`src/rtl/udp_pkg.sv`:
```
// Shared types and helpers for the UDP transmit scheduler.
// Latency: n/a (package only).
// Backpressure: n/a.
package udp_pkg;

   localparam logic [15:0] UDP_PROTO     = 16'h0011;
   localparam int unsigned UDP_HDR_BYTES = 8;

   typedef enum logic [2:0] {
      ST_IDLE,
      ST_LOAD,
      ST_HDR0,
      ST_HDR1,
      ST_PAY
   } tx_state_t;

   // 16-bit one's-complement add: carry out of bit 15 wraps back into bit 0.
   // The wrapped result can never carry again because s[15:0] <= 16'hFFFE when s[16]=1.
   function automatic logic [15:0] oc_add16(input logic [15:0] a, input logic [15:0] b);
      logic [16:0] s;
      s = {1'b0, a} + {1'b0, b};
      return s[15:0] + {15'd0, s[16]};
   endfunction

endpackage

```
`src/rtl/udp_tx_sched_rr_arbiter.sv`:
```
// Rotating-priority arbiter: one-hot grant of the first requester at or after the pointer.
// Latency: grant is combinational from req; the pointer updates one cycle after advance.
// Backpressure: none; the caller decides when a grant is consumed by pulsing advance.
// Ports: clk, rst_n (async active-low), req[N], advance (consume current winner),
//        grant[N] (one-hot winner, zero when no request).
module rr_arbiter #(
   parameter int unsigned N = 2
) (
   input  logic         clk,
   input  logic         rst_n,
   input  logic [N-1:0] req,
   input  logic         advance,
   output logic [N-1:0] grant
);

   localparam int unsigned PTR_W = (N > 1) ? $clog2(N) : 1;

   logic [PTR_W-1:0] ptr;
   logic [PTR_W-1:0] win;
   logic [PTR_W-1:0] k;
   logic             found;

   // Scan N positions starting at ptr, wrapping modulo N.
   always_comb begin
      grant = '0;
      win   = '0;
      k     = '0;
      found = 1'b0;
      for (int i = 0; i < N; i++) begin
         k = PTR_W'((32'(ptr) + 32'(i)) % N);
         if (!found && req[k]) begin
            found    = 1'b1;
            win      = k;
            grant[k] = 1'b1;
         end
      end
   end

   // Winner gets lowest priority next round.
   always_ff @(posedge clk or negedge rst_n) begin
      if (!rst_n) begin
         ptr <= '0;
      end else if (advance && found) begin
         ptr <= (win == PTR_W'(N - 1)) ? '0 : win + 1'b1;
      end
   end

endmodule

```
`src/rtl/udp_tx_sched.sv`:
```
// Arbitrates payload producers, buffers one datagram while summing its checksum, then streams it.
// Latency: grant 1 cycle after req; first header word valid the cycle after the last payload accept.
// Backpressure: src_dval gaps stall LOAD indefinitely; out_ready low holds out_data/out_valid.
// Ports: clk, rst_n (async active-low); req/grant/src_data/src_dval/src_ready per source;
//        out_data/out_valid/out_last/out_ready toward the framer; busy = not IDLE.
module udp_tx_sched
   import udp_pkg::*;
#(
   parameter int unsigned N_SRC         = 2,
   parameter int unsigned PAYLOAD_WORDS = 3,
   parameter logic [15:0] SRC_IP        = 16'h0001,
   parameter logic [15:0] DST_IP        = 16'h0002,
   parameter logic [15:0] SRC_PORT      = 16'h1000,
   parameter logic [15:0] DST_PORT      = 16'h2000
) (
   input  logic                clk,
   input  logic                rst_n,
   input  logic [N_SRC-1:0]    req,
   output logic [N_SRC-1:0]    grant,
   input  logic [N_SRC*32-1:0] src_data,
   input  logic [N_SRC-1:0]    src_dval,
   output logic [N_SRC-1:0]    src_ready,
   output logic [31:0]         out_data,
   output logic                out_valid,
   output logic                out_last,
   input  logic                out_ready,
   output logic                busy
);

   localparam int unsigned IDX_W    = (PAYLOAD_WORDS > 1) ? $clog2(PAYLOAD_WORDS) : 1;
   localparam logic [IDX_W-1:0] LAST_IDX = IDX_W'(PAYLOAD_WORDS - 1);
   localparam logic [15:0] UDP_LEN  = 16'(UDP_HDR_BYTES + 4 * PAYLOAD_WORDS);
   // Pseudo-header plus the fixed UDP header fields; UDP_LEN appears twice
   // (once in the pseudo-header, once in the UDP header itself).
   localparam logic [15:0] CSUM_SEED =
      oc_add16(oc_add16(oc_add16(oc_add16(oc_add16(oc_add16(
         SRC_IP, DST_IP), UDP_PROTO), UDP_LEN), SRC_PORT), DST_PORT), UDP_LEN);

   tx_state_t         state, state_nxt;
   logic [N_SRC-1:0]  grant_q;
   logic [N_SRC-1:0]  arb_grant;
   logic              arb_advance;
   logic [IDX_W-1:0]  idx;
   logic [15:0]       acc;
   logic [15:0]       csum;
   logic [31:0]       sel_data;
   logic              accept;
   logic              xfer;
   logic [31:0]       pay_buf [PAYLOAD_WORDS];

   assign arb_advance = (state == ST_IDLE) && (|req);

   rr_arbiter #(.N(N_SRC)) u_arb (
      .clk     (clk),
      .rst_n   (rst_n),
      .req     (req),
      .advance (arb_advance),
      .grant   (arb_grant)
   );

   // grant_q is one-hot, so an OR-mux picks the granted source's word.
   always_comb begin
      sel_data = '0;
      for (int i = 0; i < N_SRC; i++) begin
         if (grant_q[i]) sel_data = sel_data | src_data[32*i +: 32];
      end
   end

   assign accept = |(src_dval & src_ready);
   assign xfer   = out_valid & out_ready;
   assign csum   = (~acc == 16'h0000) ? 16'hFFFF : ~acc;
   assign grant  = grant_q;

   // State register
   always_ff @(posedge clk or negedge rst_n) begin
      if (!rst_n) state <= ST_IDLE;
      else        state <= state_nxt;
   end

   // Next-state logic
   always_comb begin
      state_nxt = state;
      unique case (state)
         ST_IDLE: if (|req)                      state_nxt = ST_LOAD;
         ST_LOAD: if (accept && idx == LAST_IDX) state_nxt = ST_HDR0;
         ST_HDR0: if (xfer)                      state_nxt = ST_HDR1;
         ST_HDR1: if (xfer)                      state_nxt = ST_PAY;
         ST_PAY:  if (xfer && idx == LAST_IDX)   state_nxt = ST_IDLE;
         default:                                state_nxt = ST_IDLE;
      endcase
   end

   // Output logic: purely a function of state and held registers, so it is
   // stable while out_ready is low and clears the instant reset asserts.
   always_comb begin
      src_ready = '0;
      out_valid = 1'b0;
      out_last  = 1'b0;
      out_data  = '0;
      busy      = (state != ST_IDLE);
      unique case (state)
         ST_LOAD: src_ready = grant_q;
         ST_HDR0: begin
            out_valid = 1'b1;
            out_data  = {SRC_PORT, DST_PORT};
         end
         ST_HDR1: begin
            out_valid = 1'b1;
            out_data  = {UDP_LEN, csum};
         end
         ST_PAY: begin
            out_valid = 1'b1;
            out_data  = pay_buf[idx];
            out_last  = (idx == LAST_IDX);
         end
         default: ;
      endcase
   end

   // Datapath: grant, word index, checksum accumulator, payload buffer.
   always_ff @(posedge clk or negedge rst_n) begin
      if (!rst_n) begin
         grant_q <= '0;
         idx     <= '0;
         acc     <= '0;
         for (int i = 0; i < PAYLOAD_WORDS; i++) pay_buf[i] <= '0;
      end else begin
         unique case (state)
            ST_IDLE: begin
               acc <= CSUM_SEED;
               idx <= '0;
               if (|req) grant_q <= arb_grant;
            end
            ST_LOAD: begin
               if (accept) begin
                  pay_buf[idx] <= sel_data;
                  acc <= oc_add16(oc_add16(acc, sel_data[31:16]), sel_data[15:0]);
                  if (idx == LAST_IDX) begin
                     idx     <= '0;
                     grant_q <= '0;
                  end else begin
                     idx <= idx + 1'b1;
                  end
               end
            end
            ST_PAY: begin
               if (xfer) idx <= (idx == LAST_IDX) ? '0 : idx + 1'b1;
            end
            default: ;
         endcase
      end
   end

endmodule

```
`config.mk`:
```
export PLATFORM = sky130hd
export DESIGN_NAME = udp_tx_sched
export DESIGN_NICKNAME = d
export VERILOG_FILES = /design/src/rtl/udp_pkg.sv /design/src/rtl/udp_tx_sched_rr_arbiter.sv /design/src/rtl/udp_tx_sched.sv
export SDC_FILE = /design/constraint.sdc
export NUM_CORES = 1
export LEC_CHECK = 0
export ABC_CLOCK_PERIOD_IN_PS = 14250
export BUFFER_PORTS_ARGS = -buffer_cell sky130_fd_sc_hd__buf_2
export CAP_MARGIN = 20
export CORE_MARGIN = 3
export CORE_UTILIZATION = 60
export CTS_CLUSTER_SIZE = 28
export DETAILED_ROUTE_END_ITERATION = 8
export GPL_TIMING_DRIVEN = 0
export HOLD_SLACK_MARGIN = 0.12
export PLACE_DENSITY = 0.85
export SLEW_MARGIN = 20
export SYNTH_ARGS = -nofsm -noshare
export SYNTH_HDL_FRONTEND = slang
export SYNTH_SLANG_ARGS = --single-unit
```
`constraint.sdc`:
```
create_clock -name clk -period 14.25 [get_ports clk]
set_input_delay 4.275 -clock clk [delete_from_list [all_inputs] [get_ports clk]]
set_output_delay 4.275 -clock clk [all_outputs]
set_load 0.01 [all_outputs]
```
# Word level (Yosys, flattened, before mapping)
# Index checks and enable logic that the tools add are counted.
[word_totals]
wordCells = 106
mem_bits_ro = 0
latch_bits = 0
register_bits = 120
memories = 0
output_inout_bits = 39
ram_bits = 0
[op_classes]
n_eq_ne = 13
reduce_logical = 22
shift = 0
div = 0
order_cmp = 6
addsub = 7
bitwise_logic = 6
mul = 0
muxes = 44
[ops]
columns = ["operator", "n"]
rows = [
  ["two-way mux 32 bit", 5],
  ["bitwise mux 96 bit", 1],
  ["one-hot mux 32 bit (3 select lines)", 1],
  ["binary-select mux 32 bit (select 2 bit)", 1],
  ["demux 32 bit (select 2 bit)", 1],
  ["adder 16 x 16 -> 17 bit", 2],
  ["adder 16 x 1 -> 16 bit", 2],
  ["two-way mux 16 bit", 2],
  ["OR 32 bit", 1],
  ["one-hot mux 16 bit (2 select lines)", 1],
  ["two-way mux 2 bit", 9],
  ["logical NOT 16 bit", 1],
  ["NOT 16 bit", 1],
  ["two-way mux 3 bit", 5],
  ["one-hot mux 3 bit (5 select lines)", 1],
  ["!= test 2 bit, second input constant", 7],
  ["two-way mux 1 bit", 13],
  ["logical AND 1 bit", 8],
  ["== test 3 x 2 -> 1 bit, second input constant", 2],
  ["one-hot mux 2 bit (3 select lines)", 1],
  ["nonzero test 3 bit", 2],
  ["AND reduction 5 bit", 1],
  ["less-than comparator 1 x 2 -> 1 bit, second input constant", 2],
  ["one-hot mux 2 bit (2 select lines)", 1],
  ["22 further kinds", 27],
]

# Logic depth before layout (Yosys ltp)
[logic_depth]
depth_word = 9
ltp_mapped = 40

# Modules after synthesis
# From an unflattened synthesis, not the netlist that was laid out.
[hier_totals]
cells_unflattened = 963
hier_area_um2 = 8062.7
[by_module_without_submodules]
columns = ["module", "area_each_um2", "cells_per_inst", "n_inst"]
rows = [
  ["udp_tx_sched", 8007.7, 957, 1],
  ["rr_arbiter", 55.1, 6, 1],
]

# Least setup slack after synthesis
# No wires, ideal clock.
[synth_path]
kind = "input port to flip-flop"
startpoint = "input port src_data[16]"
endpoint = "register acc[15]"
path_stages = 38
required_ps = 14120
slack_ps = 4067
t_arrival_ps = 10053
path_buffers = 1
path_cell_list = "a22oi_1 > inv_1 > ha_1 > inv_1 > fa_1 > nand3b_1 > a21oi_1 > o21ai_1 > a21oi_1 > a31oi_1 > nor2_1 > o21ai_0 > nand2b_1 > ha_1 > nor2b_1 > nor2b_1 > and3_1 > nand3_1 > [... 2 more ...] > ha_1 > clkbuf_1 > and3_1 > and2_1 > a21oi_1 > o21ai_1 > a21o_1 > a21oi_1 > nor2b_1 > o21ai_0 > nand2b_1 > ha_1 > and3_1 > nand3_1 > nor4_4 > nand4_1 > xnor2_1 > o21ai_1"
[synth_between]
elab_chain_len = 9
[synth_lines]
columns = ["element", "line", "text"]
rows = [
  ["start: declaration", "udp_tx_sched.sv:20", "input logic [N_SRC*32-1:0] src_data,"],
  ["two-way mux 32 bit *", "udp_tx_sched.sv:65", "if (grant_q[i]) sel_data = sel_data | src_data[32*i +: 32];"],
  ["OR 32 bit", "udp_tx_sched.sv:65", ""],
  ["two-way mux 32 bit *", "udp_tx_sched.sv:65", ""],
  ["named net sel_data[16]", "udp_tx_sched.sv:46", "logic [31:0] sel_data;"],
  ["adder 16 x 16 -> 17 bit *", "udp_pkg.sv:21", "s = {1'b0, a} + {1'b0, b};"],
  ["adder 16 x 1 -> 16 bit *", "udp_pkg.sv:22", "return s[15:0] + {15'd0, s[16]};"],
  ["adder 16 x 16 -> 17 bit *", "udp_pkg.sv:21", ""],
  ["adder 16 x 1 -> 16 bit *", "udp_pkg.sv:22", ""],
  ["two-way mux 16 bit *", "udp_tx_sched.sv:135", "if (accept) begin"],
  ["one-hot mux 16 bit (2 select lines) *", "udp_tx_sched.sv:128", "unique case (state)"],
  ["end signal: assignment", "udp_tx_sched.sv:137", "acc <= oc_add16(oc_add16(acc, sel_data[31:16]), sel_data[15:0]);"],
  ["end: declaration", "udp_tx_sched.sv:44", "logic [15:0] acc;"],
]
# Mark *: on every way through the listed nets, which the timed path passes. The rest lies on a longest branch. The select of a mux whose other input is x is not followed.
# A chain may end at the register's enable or synchronous reset.

# Worst setup path after layout
# Ends and elaborated chain as after synthesis.

==> implementation parameters <==
Parameter                              Value

Timing
  Period Utilization, post-route ... between 70% and 80%
  Endpoints failing setup ... 0
  TNS Setup ... 0 ns
  Max-slew violation total from the final report ... 0
  Worst hold margin ... 0.4780 ns
  Slew at the pin closest to its max-slew limit ... 0.8747 ns
  Final worst setup slack ... 2.997 ns
  Slew HR ... about two fifths
  Worst Skew ... 0.006244 ns
  Setup repair after global routing missed its margin ... false
  Final count of hold timing violations ... 0
  Highest clock rate ... 88.87 MHz
  Period minus WS final ... 11.25 ns

CTS
  Number of buffers inserted during clock tree synthesis ... 17
  CTS root buf ... sky130_fd_sc_hd__clkbuf_16
  CTS H-tree lvls ... 4
  TritonCTS clock tree ... done
  # resized after CTS ... 0
  Clock latency reported for the late side of the worst-skew pair ... roughly 0.42 ns
  Post-CTS clock slew at the launch and capture registers of the worst setup and hold paths ... 0.05 ns
  Max Root-Sink Buffers ... 2
  Setup repair bufs after CTS ... 0
  CTS Hold Buffers Added ... 0
  Sinks on Clock Net ... between 100 and 150

Worst setup path
  Max stage delay cell, worst path ... sky130_fd_sc_hd__nor4_4
  Arrival time of data at the critical path endpoint ... 11.55 ns
  Max stage delay on crit path ... around 0.43 ns
  Data required, critical path ... 14.54 ns
  Path type of the worst setup path ... input pin to flip-flop
  CP Capture Type ... flip-flop
  CP top delay family ... simple AND/OR/NAND/NOR gates
  Crit Path Max Fanout ... 7
  Kind of start point of the critical path ... input pin
  Number of buffers and inverters on the critical path ... 4

Floorplanning
  CORE AREA ... 12720 um^2
  Top-level I/O count ... 110
  Die height ... 120.4 um
  Die width ... 120.4 um
  Standard-cell row count ... between 40 and 50
  Starting density of the core ... 61.72%
  Die area ... 14500 um^2

Placed design
  Worst Setup Slack post-DPL ... 2.856 ns
  Port-buffer cells ... 109
  Detailed-placement wirelength estimate ... around 18000 um
  Placer's final routability congestion estimate ... 0.9577

Logic synthesis
  Yosys warning total ... 0
  Post-synthesis net count ... 1065
  Count of cell types in the netlist ... 60
  Post-synth top flop ... sky130_fd_sc_hd__dfrtp_1
  Count of state elements after synthesis ... 120
  Fraction of synthesis flops using an asynchronous set or reset pin ... 100.0%
  Number of flops mapped to enable cells by yosys ... 0
  Mapped cell area ... 7853 um^2
  Instance count of the mapped netlist ... 955
  Average instance area after synthesis ... 8.223 um^2
  Part of the Yosys area used for sequential elements ... 38.24%

Cells and area
  Commonest non-fill, non-tap cells in the layout ... 123 x sky130_fd_sc_hd__nand2_1, 120 x sky130_fd_sc_hd__dfrtp_1, 112 x sky130_fd_sc_hd__buf_2
  Most common library cell in the layout ignoring fill and taps ... sky130_fd_sc_hd__nand2_1
  Utilization after layout ... 72.49%
  Diode count ... 0
  Synth-to-Final Area Change ... 17.45%
  Layout cell share with drive strength beyond 1 ... between 10% and 20%
  # nets final ... 1194

Route
  Wire length per cell after detailed routing ... 19.37 um
  Number of detailed-route iterations in the first pass ... 8
  Number of vias per cell after detailed routing ... approximately 6.3
  DRC ... 0
  Detailed Route Iter0 Violations ... approximately 1100
  ANT nets after route ... 0
  Post-Route WL ... 24550 um
  Via Count ... 7971

Global route
  Via count of the first global-routing pass ... 7552
  Total global-route track usage ... about a third
  Remaining Overflow, GRT ... 0
  Number of antenna violations at the first check in global routing ... 0
  Maximum number of pins on one net before global-route repair ... between 80 and 90
  Wire length of the first global-routing pass ... 38070 um

Power
  Largest vdd supply drop ... between 0.0002 and 0.00025 V
  Final Power ... about 2.5 mW
  Power per standard cell area ... 266.4 nW/um^2
  Leakage power summed over all cells ... 4.405 nW

Run status
  Outcome ... finished clean

Run
  Max cap viols ... 0

Hold path
  HP Class ... flip-flop to flip-flop
==> through the flow <==
step,instance area (um^2),instances
floorplan,7853,955
global placement,8613,1236
detailed placement,8652,1237
CTS,9223,1267
global route,9223,1267
finish,9223,1267
==> worst paths after layout <==
kind                         startpoint           to  slack (ns)  cells past startpoint
max in group asynchronous         rst_n  pay_buf[29]        9.77                      2
setup / recovery           src_data[16]      acc[15]        3.00                     39
setup reg to reg               grant[0]      acc[15]        5.46                     40
min in group asynchronous         rst_n  pay_buf[73]        3.75                      1
hold reg to reg             pay_buf[62]  pay_buf[62]        0.48                      2
hold / removal              pay_buf[62]  pay_buf[62]        0.48                      2
==> worst min-delay path: cells and delay by family (launching register included) <==
kind,cells,cell delay [ns]
flops,1,0.34
simple gates,1,0.05
compound gates,1,0.06
==> power by group <==
part	internal (mW)	total (mW)	switching, mW
Combinational	0.557	1.48	0.923
Sequential	0.469	0.557	0.0888
Clock	0.267	0.420	0.153
==> registers in the layout, indices dropped and copies added, names as in the netlist, named ones only <==
register,flops
pay_buf,96
acc,16
state,3
grant,2
idx,2
==> final cells by class <==
cell class / instances / area (um^2)
multi-input cells: 734 / 4471
repair buffers: 110 / 579.3
well taps: 172 / 215.2
flip-flops and latches: 120 / 3003
clock inverters: 9 / 100.1
clock buffers: 21 / 470.5
plain buffers: 56 / 215.2
fillers: 992 / 3500
inverters: 45 / 168.9
==> synth_stat cells (3+ instances only) <==
| cell | instances | area [um^2] |
|---|---|---|
| sky130_fd_sc_hd__buf_1 | 10 | 37.54 |
| sky130_fd_sc_hd__a31oi_1 | 3 | 18.77 |
| sky130_fd_sc_hd__ha_1 | 37 | 462.9 |
| sky130_fd_sc_hd__xor2_1 | 24 | 210.2 |
| sky130_fd_sc_hd__dfrtp_1 | 120 | 3003 |
| sky130_fd_sc_hd__and2_1 | 3 | 18.77 |
| sky130_fd_sc_hd__nor2_1 | 103 | 386.6 |
| sky130_fd_sc_hd__or3_1 | 3 | 18.77 |
| sky130_fd_sc_hd__nand4_1 | 8 | 50.05 |
| sky130_fd_sc_hd__a21oi_1 | 100 | 500.5 |
| sky130_fd_sc_hd__nor3_1 | 18 | 90.09 |
| sky130_fd_sc_hd__a22oi_1 | 33 | 247.7 |
| sky130_fd_sc_hd__clkbuf_1 | 42 | 157.7 |
| sky130_fd_sc_hd__o21ai_0 | 104 | 520.5 |
| sky130_fd_sc_hd__a21o_1 | 8 | 60.06 |
| sky130_fd_sc_hd__nand2b_1 | 7 | 43.79 |
| sky130_fd_sc_hd__xnor2_1 | 29 | 254.0 |
| sky130_fd_sc_hd__nand2_1 | 123 | 461.7 |
| sky130_fd_sc_hd__nand3_1 | 20 | 100.1 |
| sky130_fd_sc_hd__nand3b_1 | 7 | 52.55 |
| sky130_fd_sc_hd__and3_1 | 9 | 56.30 |
| sky130_fd_sc_hd__o31ai_1 | 3 | 22.52 |
| sky130_fd_sc_hd__o22ai_1 | 4 | 25.02 |
| sky130_fd_sc_hd__inv_1 | 45 | 168.9 |
| sky130_fd_sc_hd__o21ai_1 | 7 | 35.03 |
| sky130_fd_sc_hd__buf_2 | 4 | 20.02 |
| sky130_fd_sc_hd__o21bai_1 | 3 | 22.52 |
| sky130_fd_sc_hd__nor2b_1 | 7 | 43.79 |
| sky130_fd_sc_hd__mux2i_1 | 33 | 330.3 |
==> kinds of logic after synthesis <==
logic type / after synthesis / synth area share (%)
xor gates and xnor gates: 53 / 5.911
and+or+nand+nor: 318 / 18.05
adders and majority gates: 39 / 6.405
AOI/OAI and AO/OA: 291 / 22.29
DFF: 120 / 38.24
buffers and inverters: 101 / 4.892
muxes: 33 / 4.207
==> metal layers <==
| metal | share of wire, % | vias to the layer above | track usage, % | wire length, um |
|---|---|---|---|---|
| li1 | - | 3588 | - | - |
| met2 | 46 | 514 | 53.44 | 11290 |
| met4 | 5.6 | 0 | 18.41 | 1371 |
| met3 | 11 | 112 | 9.822 | 2655 |
| met1 | 38 | 3757 | 41.72 | 9228 |
| met5 | 0 | - | 0 | 0 |
Power figures use the tool's default switching activity.
